<file path="config.mk">
export PLATFORM = sky130hd
export DESIGN_NAME = alu_pipe
export DESIGN_NICKNAME = d
export VERILOG_FILES = /design/src/rtl/alu_pkg.sv /design/src/rtl/alu_pipe_core.sv /design/src/rtl/alu_pipe.sv
export SDC_FILE = /design/constraint.sdc
export NUM_CORES = 1
export LEC_CHECK = 0
export ABC_AREA = 1
export CELL_PAD_IN_SITES_DETAIL_PLACEMENT = 0
export CELL_PAD_IN_SITES_GLOBAL_PLACEMENT = 1
export CORE_UTILIZATION = 32
export CTS_BUF_LIST = sky130_fd_sc_hd__clkbuf_4 sky130_fd_sc_hd__clkbuf_8
export DETAILED_ROUTE_END_ITERATION = 16
export PLACE_DENSITY = 0.84
export SLEW_MARGIN = 10
export SYNTH_ARGS = -nofsm -noshare
export SYNTH_HDL_FRONTEND = slang
export SYNTH_SLANG_ARGS = --single-unit
</file>
<file path="constraint.sdc">
create_clock -name clk -period 2.6 [get_ports clk]
set_input_delay 0.39 -clock clk [delete_from_list [all_inputs] [get_ports clk]]
set_output_delay 0.39 -clock clk [all_outputs]
set_load 0.01 [all_outputs]
</file>
<file path="src/rtl/alu_pkg.sv">
// Shared opcode encodings and flag-register bit positions for the pipelined ALU.
package alu_pkg;

   // Arithmetic group (l = 0)
   localparam logic [1:0] OP_NEG_A = 2'b00;
   localparam logic [1:0] OP_NEG_B = 2'b01;
   localparam logic [1:0] OP_ADD   = 2'b10;
   localparam logic [1:0] OP_INC   = 2'b11;

   // Logic group (l = 1)
   localparam logic [1:0] OP_AND   = 2'b00;
   localparam logic [1:0] OP_OR    = 2'b01;
   localparam logic [1:0] OP_XOR   = 2'b10;
   localparam logic [1:0] OP_NOT   = 2'b11;

   localparam int unsigned FLAG_Z = 3;
   localparam int unsigned FLAG_C = 2;
   localparam int unsigned FLAG_S = 1;
   localparam int unsigned FLAG_V = 0;

endpackage

</file>
<file path="src/rtl/alu_pipe_core.sv">
// Combinational ALU datapath: arithmetic group as X+Y+ci, logic group bitwise.
module alu_core
   import alu_pkg::*;
#(
   parameter int unsigned WIDTH = 8
) (
   input  logic [WIDTH-1:0] a_eff,
   input  logic [WIDTH-1:0] b,
   input  logic             ci,
   input  logic             l,
   input  logic [1:0]       op,
   output logic [WIDTH-1:0] r,
   output logic             z,
   output logic             c,
   output logic             s,
   output logic             v
);

   localparam logic [WIDTH-1:0] One = {{(WIDTH-1){1'b0}}, 1'b1};

   logic [WIDTH-1:0] x;
   logic [WIDTH-1:0] y;
   logic [WIDTH:0]   sum;

   always_comb begin
      x   = '0;
      y   = '0;
      sum = '0;
      r   = '0;
      c   = 1'b0;
      v   = 1'b0;
      if (!l) begin
         unique case (op)
            OP_NEG_A: begin x = ~a_eff; y = One; end
            OP_NEG_B: begin x = ~b;     y = One; end
            OP_ADD:   begin x = a_eff;  y = b;   end
            OP_INC:   begin x = a_eff;  y = One; end
            default:  begin x = '0;     y = '0;  end
         endcase
         sum = {1'b0, x} + {1'b0, y} + {{WIDTH{1'b0}}, ci};
         r   = sum[WIDTH-1:0];
         c   = sum[WIDTH];
         v   = (x[WIDTH-1] == y[WIDTH-1]) && (r[WIDTH-1] != x[WIDTH-1]);
      end else begin
         unique case (op)
            OP_AND:  r = a_eff & b;
            OP_OR:   r = a_eff | b;
            OP_XOR:  r = a_eff ^ b;
            OP_NOT:  r = ~a_eff;
            default: r = '0;
         endcase
      end
      z = (r == '0);
      s = r[WIDTH-1];
   end

endmodule

</file>
<file path="src/rtl/alu_pipe.sv">
// Registered ALU stage with valid/ready handshake, accumulator operand and persistent flags.
module alu_pipe
   import alu_pkg::*;
#(
   parameter int unsigned WIDTH = 8
) (
   input  logic             clk,
   input  logic             reset,
   input  logic             in_valid,
   output logic             in_ready,
   input  logic [WIDTH-1:0] a,
   input  logic [WIDTH-1:0] b,
   input  logic             l,
   input  logic [1:0]       op,
   input  logic             cin,
   input  logic             cin_sel,
   input  logic             acc_sel,
   input  logic             flag_we,
   output logic             out_valid,
   input  logic             out_ready,
   output logic [WIDTH-1:0] r,
   output logic             z,
   output logic             c,
   output logic             s,
   output logic             v,
   output logic [3:0]       flags_q
);

   logic [WIDTH-1:0] acc_q;
   logic [WIDTH-1:0] r_q;
   logic [3:0]       res_flags_q;
   logic [3:0]       flag_reg_q;
   logic             out_valid_q;

   logic [WIDTH-1:0] a_eff;
   logic [WIDTH-1:0] core_r;
   logic             core_z, core_c, core_s, core_v;
   logic             ci;
   logic             accept;

   assign a_eff    = acc_sel ? acc_q : a;
   // Stored carry is read before this edge's update, so chaining needs no bypass.
   assign ci       = cin_sel ? flag_reg_q[FLAG_C] : cin;
   assign in_ready = !out_valid_q || out_ready;
   assign accept   = in_valid && in_ready;

   alu_core #(
      .WIDTH (WIDTH)
   ) u_core (
      .a_eff (a_eff),
      .b     (b),
      .ci    (ci),
      .l     (l),
      .op    (op),
      .r     (core_r),
      .z     (core_z),
      .c     (core_c),
      .s     (core_s),
      .v     (core_v)
   );

   always_ff @(posedge clk) begin
      if (reset) begin
         out_valid_q <= 1'b0;
         r_q         <= '0;
         res_flags_q <= '0;
         flag_reg_q  <= '0;
         acc_q       <= '0;
      end else if (accept) begin
         out_valid_q <= 1'b1;
         r_q         <= core_r;
         res_flags_q <= {core_z, core_c, core_s, core_v};
         acc_q       <= core_r;
         if (flag_we) begin
            flag_reg_q <= {core_z, core_c, core_s, core_v};
         end
      end else if (out_ready) begin
         out_valid_q <= 1'b0;
      end
   end

   assign out_valid = out_valid_q;
   assign r         = r_q;
   assign z         = res_flags_q[FLAG_Z];
   assign c         = res_flags_q[FLAG_C];
   assign s         = res_flags_q[FLAG_S];
   assign v         = res_flags_q[FLAG_V];
   assign flags_q   = flag_reg_q;

endmodule
</file>
==> impl_metrics.json <==
{
  "fin_crit_sh": 0.949,
  "maxCapViolations": 0,
  "worst_r2r_endpoint": "r[2]$_SDFFE_PP0P_",
  "clk_pin_slew_ps": 70,
  "clock_sinks": 16,
  "globalplace.congestion": 0.828,
  "layoutNonFillerInstCount": 482,
  "vdd_drop_max_uv": 215,
  "yosysTopAreaCell": "dfxtp_1",
  "synth_cells": 316,
  "place.detailed.hpwl_mm": 4.61,
  "critical_path.max_fanout": 3,
  "initial_core_util": 0.338,
  "syn_area_um2": 1890,
  "yosysTopAreaCellShare": 0.169,
  "cts-root-buf": "clkbuf_8",
  "grt_pass1_vias": 2019,
  "routedWlPerCell_um": 12.0,
  "drive_above_1_share": 0.241,
  "yosys-top-cells-area": "dfxtp_1 (17%), ha_1 (15%), nand2_1 (14%)",
  "p_int_mw": 0.682,
  "power.share.clock": 0.211,
  "n_antenna_cell": 0,
  "whs_endpoint": "out_valid$_SDFFE_PP0P_",
  "slew_headroom": 0.616,
  "clock_skew_ps": 2.51,
  "critPathKind": "input port to register",
  "overflow": 0,
  "via_count": 2267,
  "cp-start-kind": "input port",
  "finalCoreUtilization": 0.515,
  "drc": 0,
  "synth_cell_types": 30,
  "syn_nets": 368,
  "avgViaCountPerCell": 4.70,
  "seq_area_frac_synth": 0.169,
  "nets": 463,
  "setup_viol": 0,
  "synth_seq_cells": 16,
  "drt-pass1-iter-count": 4,
  "numCtsBuffers": 3,
  "whs_path_depth": 2,
  "swShare": 0.365,
  "grt_pass1_wl_mm": 9.14,
  "power.total_mw": 1.07,
  "worst_pin_slew_ps": 576,
  "r2r_start": "r[0]$_SDFFE_PP0P_",
  "rr_worst_depth": 18,
  "drt_iter0_markers": 73,
  "clk_path_buf_depth": 2,
  "antenna_left": 0,
  "pin_count": 45,
  "grt_usage": 0.188,
  "crit_path_end_kind": "register",
  "die_y_um": 78.9,
  "htreeDepth": 1,
  "dpl.cell_count": 475,
  "area_delta_synth_final_pct": 52.5,
  "seq_power_share": 0.261,
  "core_area_um2": 5610,
  "clock.fmax_ghz": 0.405,
  "p_leak_nw": 1.58,
  "dieArea_um2": 6230,
  "hold_viol": 0,
  "tns_ps": 0,
  "yosysWarnings": 0,
  "finalMaxSlewViolations": 0,
  "cp.arrival_ps": 2660,
  "power_density_nw_per_um2": 371,
  "port_buffers": 44,
  "comb_power_share": 0.528,
  "die_w_um": 78.9,
  "cts_tree": "yes",
  "antenna_found_initial": 0,
  "drt-total-wl_mm": 5.77,
  "outcome": "completed",
  "r2r_slack_ps": 230,
  "cp_data_required_time_ps": 2790,
  "hp-class": "register to register",
  "holdCritStartpoint": "out_valid$_SDFFE_PP0P_",
  "syn_avg_cell_area_um2": 5.99,
  "min_period_ps": 2470,
  "p_sw_mw": 0.391,
  "fp-row-count": 27,
  "clock_latency_ps": 260,
  "hold_buffers": 0,
  "grt_start_max_net_pins": 17
}
[power groups by stage]
stage / registers [mW] / logic (mW) / clock network [mW]
after floorplan: 0.292 / 0.275 / 0
after global placement: 0.285 / 0.526 / 0
after detailed placement: 0.285 / 0.533 / 0
after CTS: 0.280 / 0.540 / 0.235
after global routing: 0.283 / 0.629 / 0.246
final: 0.280 / 0.566 / 0.227
[timing repair]
| action | 4_1_cts | 5_1_grt |
|---|---|---|
| pin swaps | 2 | 13 |
| setup endpoints to repair | 14 | 9 |
| gates resized for setup | 6 | 32 |
| buffers inserted | 1 | 2 |
[synth_stat cells (all sizes together)]
master and number:
a21boi 1, a21o 1, a21oi 28, buf 6
clkbuf 2, dfxtp 16, fa 2, ha 23
inv 60, mux2 1, nand2 74, nand3 17
nand4 1, nor2 48, nor3 1, o211ai 4
o21ai 20, o21bai 1, o22ai 7, or2 3
[registers in the layout (all words and copies together) (netlist names)]
register / count
res_flags_q: 4
flags_q: 4
r: 7
out_valid: 1
[worst max path at each step]
| stage | startpoint | endpoint | slack [ps] | cells past startpoint |
|---|---|---|---|---|
| floorplan | op[1] | res_flags_q[3]$_SDFFE_PP0P_ | 130 | 20 |
| global placement | acc_sel | flags_q[3]$_SDFFE_PP0P_ | -400 | 16 |
| detailed placement | acc_sel | res_flags_q[3]$_SDFFE_PP0P_ | -460 | 21 |
| CTS | a[0] | res_flags_q[3]$_SDFFE_PP0P_ | 20 | 20 |
| global route | a[2] | res_flags_q[3]$_SDFFE_PP0P_ | -20 | 15 |
| finish | a[3] | flags_q[3]$_SDFFE_PP0P_ | 130 | 12 |
[cell type report]
| cell class | instances | area, um^2 |
|---|---|---|
| clock buffers | 4 | 55.1 |
| fillers | 599 | 2720 |
| inverters | 60 | 228 |
| multi-input cells | 232 | 1350 |
| flip-flops and latches | 16 | 320 |
| well taps | 72 | 90.1 |
| repair buffers | 98 | 842 |
[metrics by stage]
step | worst slack [ps] | area [um^2] | hold slack, ps
4_1_cts | 19.6 | 2820 | 527
6_report | 133 | 2890 | 525
3_5_place_dp | -461 | 2750 | 517
3_3_place_gp | -404 | 2750 | 504
5_1_grt | -19.5 | 2890 | 543
2_1_floorplan | 127 | 1890 | 459
[layer usage]
metal  GRT usage  share of wire  wire, um
met5           0              0         0
met4      0.0600          0.011        65
met3      0.0276          0.050       289
met2       0.301           0.48      2750
met1       0.257           0.46      2670
[worst max-delay path, cell delays in order]
cell             delay (ps)
clkdlybuf4s50_1         400
o21ai_1                 270
o22ai_1                 110
a21oi_1                 130
ha_1                    270
or2_2                   320
a21o_1                  190
nand3_1                  90
nand2_1                 110
nor2_2                  130
nand3_1                 120
a21oi_1                 130
[kinds of logic after synthesis]
| family | after synthesis | synth area share |
|---|---|---|
| AOI/OAI and AO/OA | 62 | 0.180 |
| adders and majority gates | 25 | 0.173 |
| buffers and inverters | 68 | 0.151 |
| DFF | 16 | 0.169 |
| muxes | 1 | 0.00594 |
| and+or+nand+nor | 144 | 0.322 |
[cells in the final DEF (no fill, tap or decap), types with 2 or more instances in the layout]
| cell type | n |
|---|---|
| nor2_2 | 6 |
| clkdlybuf4s50_1 | 38 |
| clkbuf_2 | 3 |
| o21ai_1 | 5 |
| o21ai_2 | 2 |
| o211ai_1 | 4 |
| ha_1 | 23 |
| inv_1 | 52 |
| or2_2 | 3 |
| dfxtp_1 | 16 |
| a21oi_1 | 23 |
| fa_2 | 2 |
| o22ai_1 | 6 |
| o21ai_0 | 13 |
| nand2_1 | 67 |
| a21oi_2 | 5 |
| inv_2 | 7 |
| nand3_1 | 16 |
| nor2_1 | 41 |
| clkbuf_8 | 4 |
| nand2_2 | 6 |
| dlymetal6s2s_1 | 3 |
| buf_4 | 53 |
Note: power is estimated with default switching activity, not from simulation.
